<file path="src/rtl/seq_det_pkg.sv">
// Shared types and constants for the programmable serial pattern detector.
package seq_det_pkg;

  typedef enum logic [1:0] {
    IDLE  = 2'd0,
    ARMED = 2'd1,
    DONE  = 2'd2
  } state_t;

  // Reset-time configuration reproduces the legacy fixed 1101 overlapping detector.
  localparam logic [3:0] DEFAULT_PATTERN = 4'b1101;
  localparam int         DEFAULT_LEN     = 4;
  localparam int         MIN_LEN         = 1;

  // Lengths outside 1..max_len are stored as the nearest legal length.
  function automatic int clamp_len(input int len, input int max_len);
    if (len < MIN_LEN) return MIN_LEN;
    if (len > max_len) return max_len;
    return len;
  endfunction

endpackage : seq_det_pkg

</file>
<file path="src/rtl/seq_det_shifter.sv">
// Bit history, saturating fill counter and length-masked pattern compare.
module seq_det_shifter #(
  parameter  int MAX_LEN = 8,
  localparam int LEN_W   = $clog2(MAX_LEN + 1)
) (
  input  logic               clk,
  input  logic               reset,
  input  logic               shift_en,
  input  logic               clear,
  input  logic               clear_fill,
  input  logic               din,
  input  logic [MAX_LEN-1:0] pattern,
  input  logic [LEN_W-1:0]   len,
  output logic               hit
);

  logic [MAX_LEN-1:0] history;
  logic [MAX_LEN-1:0] history_next;
  logic [MAX_LEN-1:0] mask;
  logic [LEN_W-1:0]   fill;
  logic [LEN_W-1:0]   fill_next;

  // hit looks at the value the history will hold after this edge, so the
  // controller can register the match pulse on the same edge as the shift.
  always_comb begin
    history_next = {history[MAX_LEN-2:0], din};
    fill_next    = (fill == LEN_W'(MAX_LEN)) ? fill : fill + LEN_W'(1);
    // len == MAX_LEN wraps the shift to zero, giving an all-ones mask.
    mask         = (MAX_LEN'(1) << len) - MAX_LEN'(1);
    hit          = shift_en && (fill_next >= len) &&
                   ((history_next & mask) == (pattern & mask));
  end

  // NOTE: non-blocking assignments let every flop in this block sample pre-edge values.
  always_ff @(posedge clk or posedge reset) begin
    if (reset) begin
      history <= '0;
      fill    <= '0;
    end else if (clear) begin
      history <= '0;
      fill    <= '0;
    end else if (shift_en) begin
      history <= history_next;
      fill    <= clear_fill ? '0 : fill_next;
    end
  end

endmodule : seq_det_shifter

</file>
<file path="src/rtl/seq_det_ctrl.sv">
// Detector controller: configuration handshake, arm/disarm FSM and match counting.
module seq_det_ctrl
  import seq_det_pkg::*;
#(
  parameter  int MAX_LEN = 8,
  parameter  int CNT_W   = 8,
  localparam int LEN_W   = $clog2(MAX_LEN + 1)
) (
  input  logic               clk,
  input  logic               reset,
  input  logic               cfg_valid,
  output logic               cfg_ready,
  input  logic [MAX_LEN-1:0] cfg_pattern,
  input  logic [LEN_W-1:0]   cfg_len,
  input  logic               cfg_overlap,
  input  logic [CNT_W-1:0]   cfg_match_limit,
  input  logic               start,
  input  logic               abort,
  input  logic               din,
  input  logic               din_valid,
  output logic               match,
  output logic [CNT_W-1:0]   match_count,
  output logic               busy,
  output logic               done
);

  state_t             state;
  logic [MAX_LEN-1:0] pattern_q;
  logic [LEN_W-1:0]   len_q;
  logic               overlap_q;
  logic [CNT_W-1:0]   limit_q;

  logic               cfg_fire;
  logic               start_go;
  logic               shift_en;
  logic               clear_fill;
  logic               hit;
  logic               limit_hit;
  logic [CNT_W-1:0]   count_inc;

  assign cfg_ready = !busy;
  assign cfg_fire  = cfg_valid && cfg_ready;

  // NOTE: every always_comb output gets a default first so no latch is inferred.
  always_comb begin
    start_go = 1'b0;
    shift_en = 1'b0;
    case (state)
      IDLE:    start_go = start;
      ARMED:   shift_en = din_valid && !abort;
      DONE:    start_go = start && !abort;
      default: start_go = 1'b0;
    endcase
    clear_fill = hit && !overlap_q;
    count_inc  = (match_count == '1) ? match_count : match_count + CNT_W'(1);
    limit_hit  = (limit_q != '0) && (count_inc == limit_q);
  end

  always_ff @(posedge clk or posedge reset) begin
    if (reset) begin
      pattern_q <= MAX_LEN'(DEFAULT_PATTERN);
      len_q     <= LEN_W'(DEFAULT_LEN);
      overlap_q <= 1'b1;
      limit_q   <= '0;
    end else if (cfg_fire) begin
      pattern_q <= cfg_pattern;
      len_q     <= LEN_W'(clamp_len(int'(cfg_len), MAX_LEN));
      overlap_q <= cfg_overlap;
      limit_q   <= cfg_match_limit;
    end
  end

  seq_det_shifter #(
    .MAX_LEN (MAX_LEN)
  ) u_shifter (
    .clk        (clk),
    .reset      (reset),
    .shift_en   (shift_en),
    .clear      (start_go),
    .clear_fill (clear_fill),
    .din        (din),
    .pattern    (pattern_q),
    .len        (len_q),
    .hit        (hit)
  );

  // Abort is tested before the hit so a coincident match is dropped entirely.
  always_ff @(posedge clk or posedge reset) begin
    if (reset) begin
      state       <= IDLE;
      match       <= 1'b0;
      match_count <= '0;
      busy        <= 1'b0;
      done        <= 1'b0;
    end else begin
      match <= 1'b0;
      case (state)
        IDLE: begin
          if (start_go) begin
            state       <= ARMED;
            busy        <= 1'b1;
            match_count <= '0;
          end
        end
        ARMED: begin
          if (abort) begin
            state <= IDLE;
            busy  <= 1'b0;
          end else if (hit) begin
            match       <= 1'b1;
            match_count <= count_inc;
            if (limit_hit) begin
              state <= DONE;
              busy  <= 1'b0;
              done  <= 1'b1;
            end
          end
        end
        DONE: begin
          if (abort) begin
            state <= IDLE;
            done  <= 1'b0;
          end else if (start_go) begin
            state       <= ARMED;
            busy        <= 1'b1;
            done        <= 1'b0;
            match_count <= '0;
          end
        end
        default: begin
          state <= IDLE;
          busy  <= 1'b0;
          done  <= 1'b0;
        end
      endcase
    end
  end

endmodule : seq_det_ctrl

</file>
<file path="config.mk">
export PLATFORM = sky130hd
export DESIGN_NAME = seq_det_ctrl
export DESIGN_NICKNAME = d
export VERILOG_FILES = /design/src/rtl/seq_det_pkg.sv /design/src/rtl/seq_det_shifter.sv /design/src/rtl/seq_det_ctrl.sv
export SDC_FILE = /design/constraint.sdc
export NUM_CORES = 1
export LEC_CHECK = 0
export ABC_AREA = 0
export CAP_MARGIN = 20
export CORE_MARGIN = 2
export CORE_UTILIZATION = 25
export CTS_BUF_LIST = sky130_fd_sc_hd__clkbuf_8
export DETAILED_ROUTE_END_ITERATION = 8
export GPL_TIMING_DRIVEN = 0
export PLACE_DENSITY = 0.44
export SYNTH_ARGS = -nofsm -noshare
export SYNTH_HDL_FRONTEND = slang
export SYNTH_HIERARCHICAL = 1
export SYNTH_SLANG_ARGS = --single-unit
export TNS_END_PERCENT = 100
</file>
<file path="constraint.sdc">
create_clock -name clk -period 2.6 [get_ports clk]
set_input_delay 0.26 -clock clk [delete_from_list [all_inputs] [get_ports clk]]
set_output_delay 0.26 -clock clk [all_outputs]
set_load 0.02 [all_outputs]
</file>
After elaboration in Yosys (flattened, before gate mapping). Index checks and enable logic that the tools add are counted.

Flip-flop bits (word level): 45. Bits in latches: 0. Bits in writable memories: 0. Memory bits (read-only): 0. Output and inout port bits: 12. Word-level logic and storage cells: 96. Memories: 0.

Add/sub/neg operators: 3. Multipliers: 0. Divide/modulo/power cells: 0. Magnitude comparators: 3. Equality and inequality tests: 13. Shift-type cells: 1. Multiplexer cells: 44. Bitwise operators: 3. Reduce and logical (&&, ||, !) cells: 18.

Operators with widths (number): 8-bit two-way mux (5); 4-bit two-way mux (7); 8-bit case mux with 3 select lines (1); 1-bit two-way mux (20); 8-bit bitwise AND (2); 8-bit equality test (2); 7-bit two-way mux (2); 2-bit two-way mux (5); 3-bit != test (second input constant) (3); 8-bit by 1-bit adder with 8-bit output (second input constant) (1); 8-bit equality test (second input constant) (1); 2-bit != test (second input constant) (4); 8-bit nonzero test (1); 1-bit by 4-bit << shifter with 8-bit output (first input constant) (1); 8-bit by 2-bit subtractor with 8-bit output (second input constant) (1); 1-bit logical AND (7); 1-bit case mux with 3 select lines (2); 2-bit case mux with 3 select lines (1); 5-bit AND reduction (1); 4-bit by 1-bit adder with 4-bit output (second input constant) (1); 4-bit equality test (second input constant) (1); 4-bit greater-or-equal comparator (1); 4-bit greater-than comparator (second input constant) (1); 4-bit by 1-bit less-than comparator with 1-bit output (second input constant) (1); other kinds (11) (13).

Logic depth before layout (Yosys ltp).
Depth after elaboration: 9. Gate-level depth with buffers: 15.

Hierarchy. The synthesis kept the hierarchy.

Modules (own cells, without submodules): seq_det_ctrl (times used 1, cells an instance 194, area an instance 1732.9 um^2, sequential area each 857.1 um^2); seq_det_shifter (times used 1, cells an instance 97, area an instance 864.6 um^2, sequential area each 275.3 um^2).

Worst setup path before layout. No wires, ideal clock.

Path kind: flip-flop to flip-flop. Start: register u_shifter.fill[0]. End: register busy. Data arrival time: 2.703 ns. Data required time: 2.474 ns. Slack: -0.229 ns. Stages on the path, launching flop included: 14. Path buffers: 0. Cells stage by stage: dfrtp_1 > inv_1 > ha_1 > nand3b_1 > xnor2_1 > ha_1 > nand2b_1 > a21o_1 > a211o_1 > o221ai_1 > nor3_2 > o2111ai_1 > or4_4 > a311o_1.

Word-level cells in the longest chain between the ends: 7. Elaborated cells on any way between the ends: 8.

RTL lines: start, declared (line seq_det_shifter.sv:20) `logic [LEN_W-1:0] fill;`; start signal, assigned (line seq_det_shifter.sv:44) `fill <= clear_fill ? '0 : fill_next;`; 4-bit by 1-bit adder with 4-bit output / 4-bit equality test (equally long branches) (line seq_det_shifter.sv:27) `fill_next = (fill == LEN_W'(MAX_LEN)) ? fill : fill + LEN_W'(1);`; 4-bit two-way mux (*) (line seq_det_shifter.sv:27); 4-bit greater-or-equal comparator (*) (line seq_det_shifter.sv:30) `hit = shift_en && (fill_next >= len) &&`; 1-bit logical AND (*) (2 in a row) (line seq_det_shifter.sv:30); net hit (line seq_det_ctrl.sv:37) `logic hit;`; 3-bit != test (no line) (*); 3-bit AND reduction (no line) (*); end signal, assigned (line seq_det_ctrl.sv:93) `busy <= 1'b0;`; end signal, assigned (line seq_det_ctrl.sv:101) `busy <= 1'b1;`; end signal, assigned (line seq_det_ctrl.sv:108) `busy <= 1'b0;`; end, declared (line seq_det_ctrl.sv:23) `output logic busy,`.

Mark *: on every way through the listed nets, which the timed path passes. The rest lies on a longest branch. A chain may end at the register's enable or synchronous reset.

Worst setup path in the final report.
Start: register u_shifter.fill[1]. End: register busy.

Same word-level chain as after synthesis.

==> results.json <==
{
  "max_freq_ghz": 0.3410,
  "multi_input_comb_area_um2": 1525,
  "synth_top_area_cell": "dfrtp_1",
  "boundaryPins": 40,
  "cts_buffer_depth": 2,
  "required_ps": 2790,
  "synth_cell_type_count": 56,
  "power_mw": 2.206,
  "peakVddDrop_mv": 0.2249,
  "drtPass1Iterations": 6,
  "holdCritPathClass": "in -> async",
  "synth.net_count": 327,
  "post-route-period-util_pct": 112.8,
  "synth.ff_latch_count": 45,
  "synth_compound_area_share_pct": 11.03,
  "detailedRoute.firstIterationViolations": 53,
  "synthXorXnorAreaFrac_pct": 7.081,
  "dpl.hpwl_um": 4705,
  "synth_area_leaders": "dfrtp_1 (39%), nand2_1 (9.7%), dfstp_2 (5.1%), xnor2_1 (4.7%), mux2i_1 (4.2%)",
  "synthMuxAreaShare_pct": 4.672,
  "yosysWarnings": 6,
  "syn_inst": 291,
  "wl_per_cell_um": 13.22,
  "worst_pin_slew_ps": 770.8,
  "cts_max_level": 2,
  "synth_flop_cell": "dfrtp_1",
  "cts_hold_buf": 0,
  "finalHoldViolations": 0,
  "layout.nets": 385,
  "clk_latency_ps": 300,
  "antenna_found_initial": 0,
  "yosysSeqAreaShare_pct": 43.59,
  "power.share.combinational_pct": 33.9,
  "cts_root_buf": "clkbuf_8",
  "die_x_um": 105.9,
  "grt_pass1_vias": 2122,
  "cp_max_fo": 3,
  "avgSynthCellArea_um2": 8.926,
  "synth-simple-area-share_pct": 26.20,
  "max-slew-margin-rel_pct": 48.54,
  "port_buffers": 39,
  "finalClockSkew_ps": 10.47,
  "violations": "setup timing",
  "routed_via_density": 4.490,
  "dieArea_um2": 11220,
  "cp-end-kind": "flop",
  "grt_max_degree": 35,
  "slowest_delay_ps": 590,
  "critPathSlowestCell": "or4_4",
  "mostFrequentLayoutCell": "nand2_1",
  "cts_tree": "done",
  "cts_buffers": 5,
  "fill_cells": 1080,
  "die_height_um": 105.9,
  "grt_setup_unrepaired": "true",
  "status": "finished with violations",
  "power.leakage_nw": 1.504,
  "syn2layout_area_growth_pct": 35.02,
  "synth_edf_count": 0,
  "power.share.clock_pct": 20.1,
  "postRouteWirelength_um": 6424,
  "cp_cell_sequence": "inv_1, ha_2, nand3b_1, xnor2_2, ha_1, nand2b_4, a21o_1, a211o_1, o221ai_2, nor3_2, o2111ai_2, or4_4, a311o_1",
  "grt_pass1_wl_um": 10730,
  "setup_viol": 13,
  "num_antenna_cells": 0,
  "grt_util_all_layers_pct": 12.02,
  "synthArstFlopShare_pct": 100.0,
  "final_cell_mix": "nand2_1 (66), dfrtp_1 (40), clkdlybuf4s50_1 (39)",
  "post-route-util_pct": 34.43,
  "switchingPower_uw": 786.8,
  "crit_path_start_kind": "flop",
  "maxCapViolations": 0,
  "slew_viol_final": 0,
  "gp_congestion": 0.7653,
  "critical_path_class": "reg -> reg",
  "yosysTopAreaCellShare_pct": 38.54,
  "core-area_um2": 10180,
  "arrival_ps": 3120,
  "final.min_clock_period_ps": 2932,
  "vias": 2182,
  "synthAdderAreaFrac_pct": 3.854,
  "drc": 0,
  "p_per_area_nw_per_um2": 629.1,
  "intPower_mw": 1.420,
  "switching_share_pct": 35.66,
  "clkSlewWorstSetupHoldPaths_ps": 100,
  "rows": 37,
  "netlist_area_um2": 2597,
  "drive_gt1_share_pct": 20.00,
  "antenna_left": 0,
  "initial_core_util_pct": 25.50,
  "regArea_um2": 1132,
  "synth_top_family_by_area": "simple AND/OR/NAND/NOR gates",
  "setup_ws_ps": -332.2,
  "overflow": 0,
  "seq_power_share_pct": 46.0,
  "clock-sinks": 45
}
-- logic make-up (layout without fill, tap and decap cells) --
kind of cell	after synthesis	after routing
DFF	45	45
adders and majority gates	8	8
buffers and inverters	21	80
AOI/OAI and AO/OA	42	42
and+or+nand+nor	142	142
muxes	12	12
xor gates and xnor gates	21	21
-- flip-flops by register name, indices dropped and copies added, names as in the netlist, 2 cells and up --
signal,cells
u_shifter/fill,4
state,2
limit_q,8
len_q,4
match_count,8
u_shifter/history,7
pattern_q,8
-- what timing repair did --
action	4_1_cts	5_1_grt
pin swaps	20	6
endpoints found under the setup margin	16	17
resized for setup	25	8
setup buffers	9	3
-- cells in the mapped netlist (all sizes together) (2+ instances only) --
master,count
clkbuf,5
xnor2,14
ha,8
nand4,3
o31ai,2
nand2b,4
nand3b,4
xor2,7
nor2b,5
a22o,2
and3,4
dfrtp,40
or3,2
nand2,68
nor4,2
nor2,24
inv,12
a211oi,3
o21ai,12
nor3,7
a21oi,11
dfstp,5
nand3,14
buf,4
mux2i,11
-- critical path: cells and delay by family (launching register included) --
kind                     cells  cell delay (ps)
AO/OA/AOI/OAI                5              720
adder cells (fa/ha/maj)      2              450
buffers and inverters        1               60
AND/OR/NAND/NOR              4             1020
XOR/XNOR                     1              170
flip-flops                   1              390
-- through the flow --
step	worst slack, ps	hold slack (ps)	instances	instance area, um^2	setup TNS (ps)
global route	-505.6	337.3	486	3507	-4771
finish	-332.2	303.5	486	3507	-2265
detailed placement	-488.4	459.4	466	3178	-3430
global placement	-461.3	454.8	466	3178	-2912
floorplan	-106.6	112.4	291	2618	-106.6
CTS	-386.5	312.2	483	3441	-2843
-- path summary, 6_finish.rpt --
kind,startpoint,end,slack (ps),depth (start not counted)
min in group clk,cfg_pattern[3],pattern_q[3],440,3
max in group asynchronous,reset,match_count[3],1660,2
setup reg to reg,u_shifter/fill[1],busy,-330,13
hold / removal,reset,u_shifter/history[0],300,2
hold reg to reg,pattern_q[2],pattern_q[2],470,2
setup / recovery,u_shifter/fill[1],busy,-330,13
-- area by class of cell --
cell class	instances	share of cell area (%)
Clock inverter	3	0.5351
Buffer	9	1.356
Timing Repair Buffer	51	14.13
Sequential cell	45	32.29
Clock buffer	5	1.962
Tap cell	136	4.852
Inverter	12	1.391
Multi-Input combinational cell	225	43.49
-- per-layer routing --
metal | part of all wire, % | vias to the layer above | routed length, um | track usage (%)
met1 | 51 | 1026 | 3245 | 16.89
met2 | 46 | 34 | 2923 | 19.22
met4 | 1.1 | 0 | 70 | 3.383
met3 | 2.9 | 4 | 186 | 1.839
met5 | 0 | - | 0 | 0
li1 | - | 1118 | - | -
-- power by group through the flow --
stage	logic (mW)	clock network [mW]	registers, mW
2_1_floorplan	0.522	0	0.993
3_3_place_gp	0.684	0	1.04
3_5_place_dp	0.692	0	1.04
4_1_cts	0.734	0.470	1.03
5_1_grt	0.853	0.492	1.04
6_report	0.748	0.443	1.02
Power figures use the tool's default switching activity.
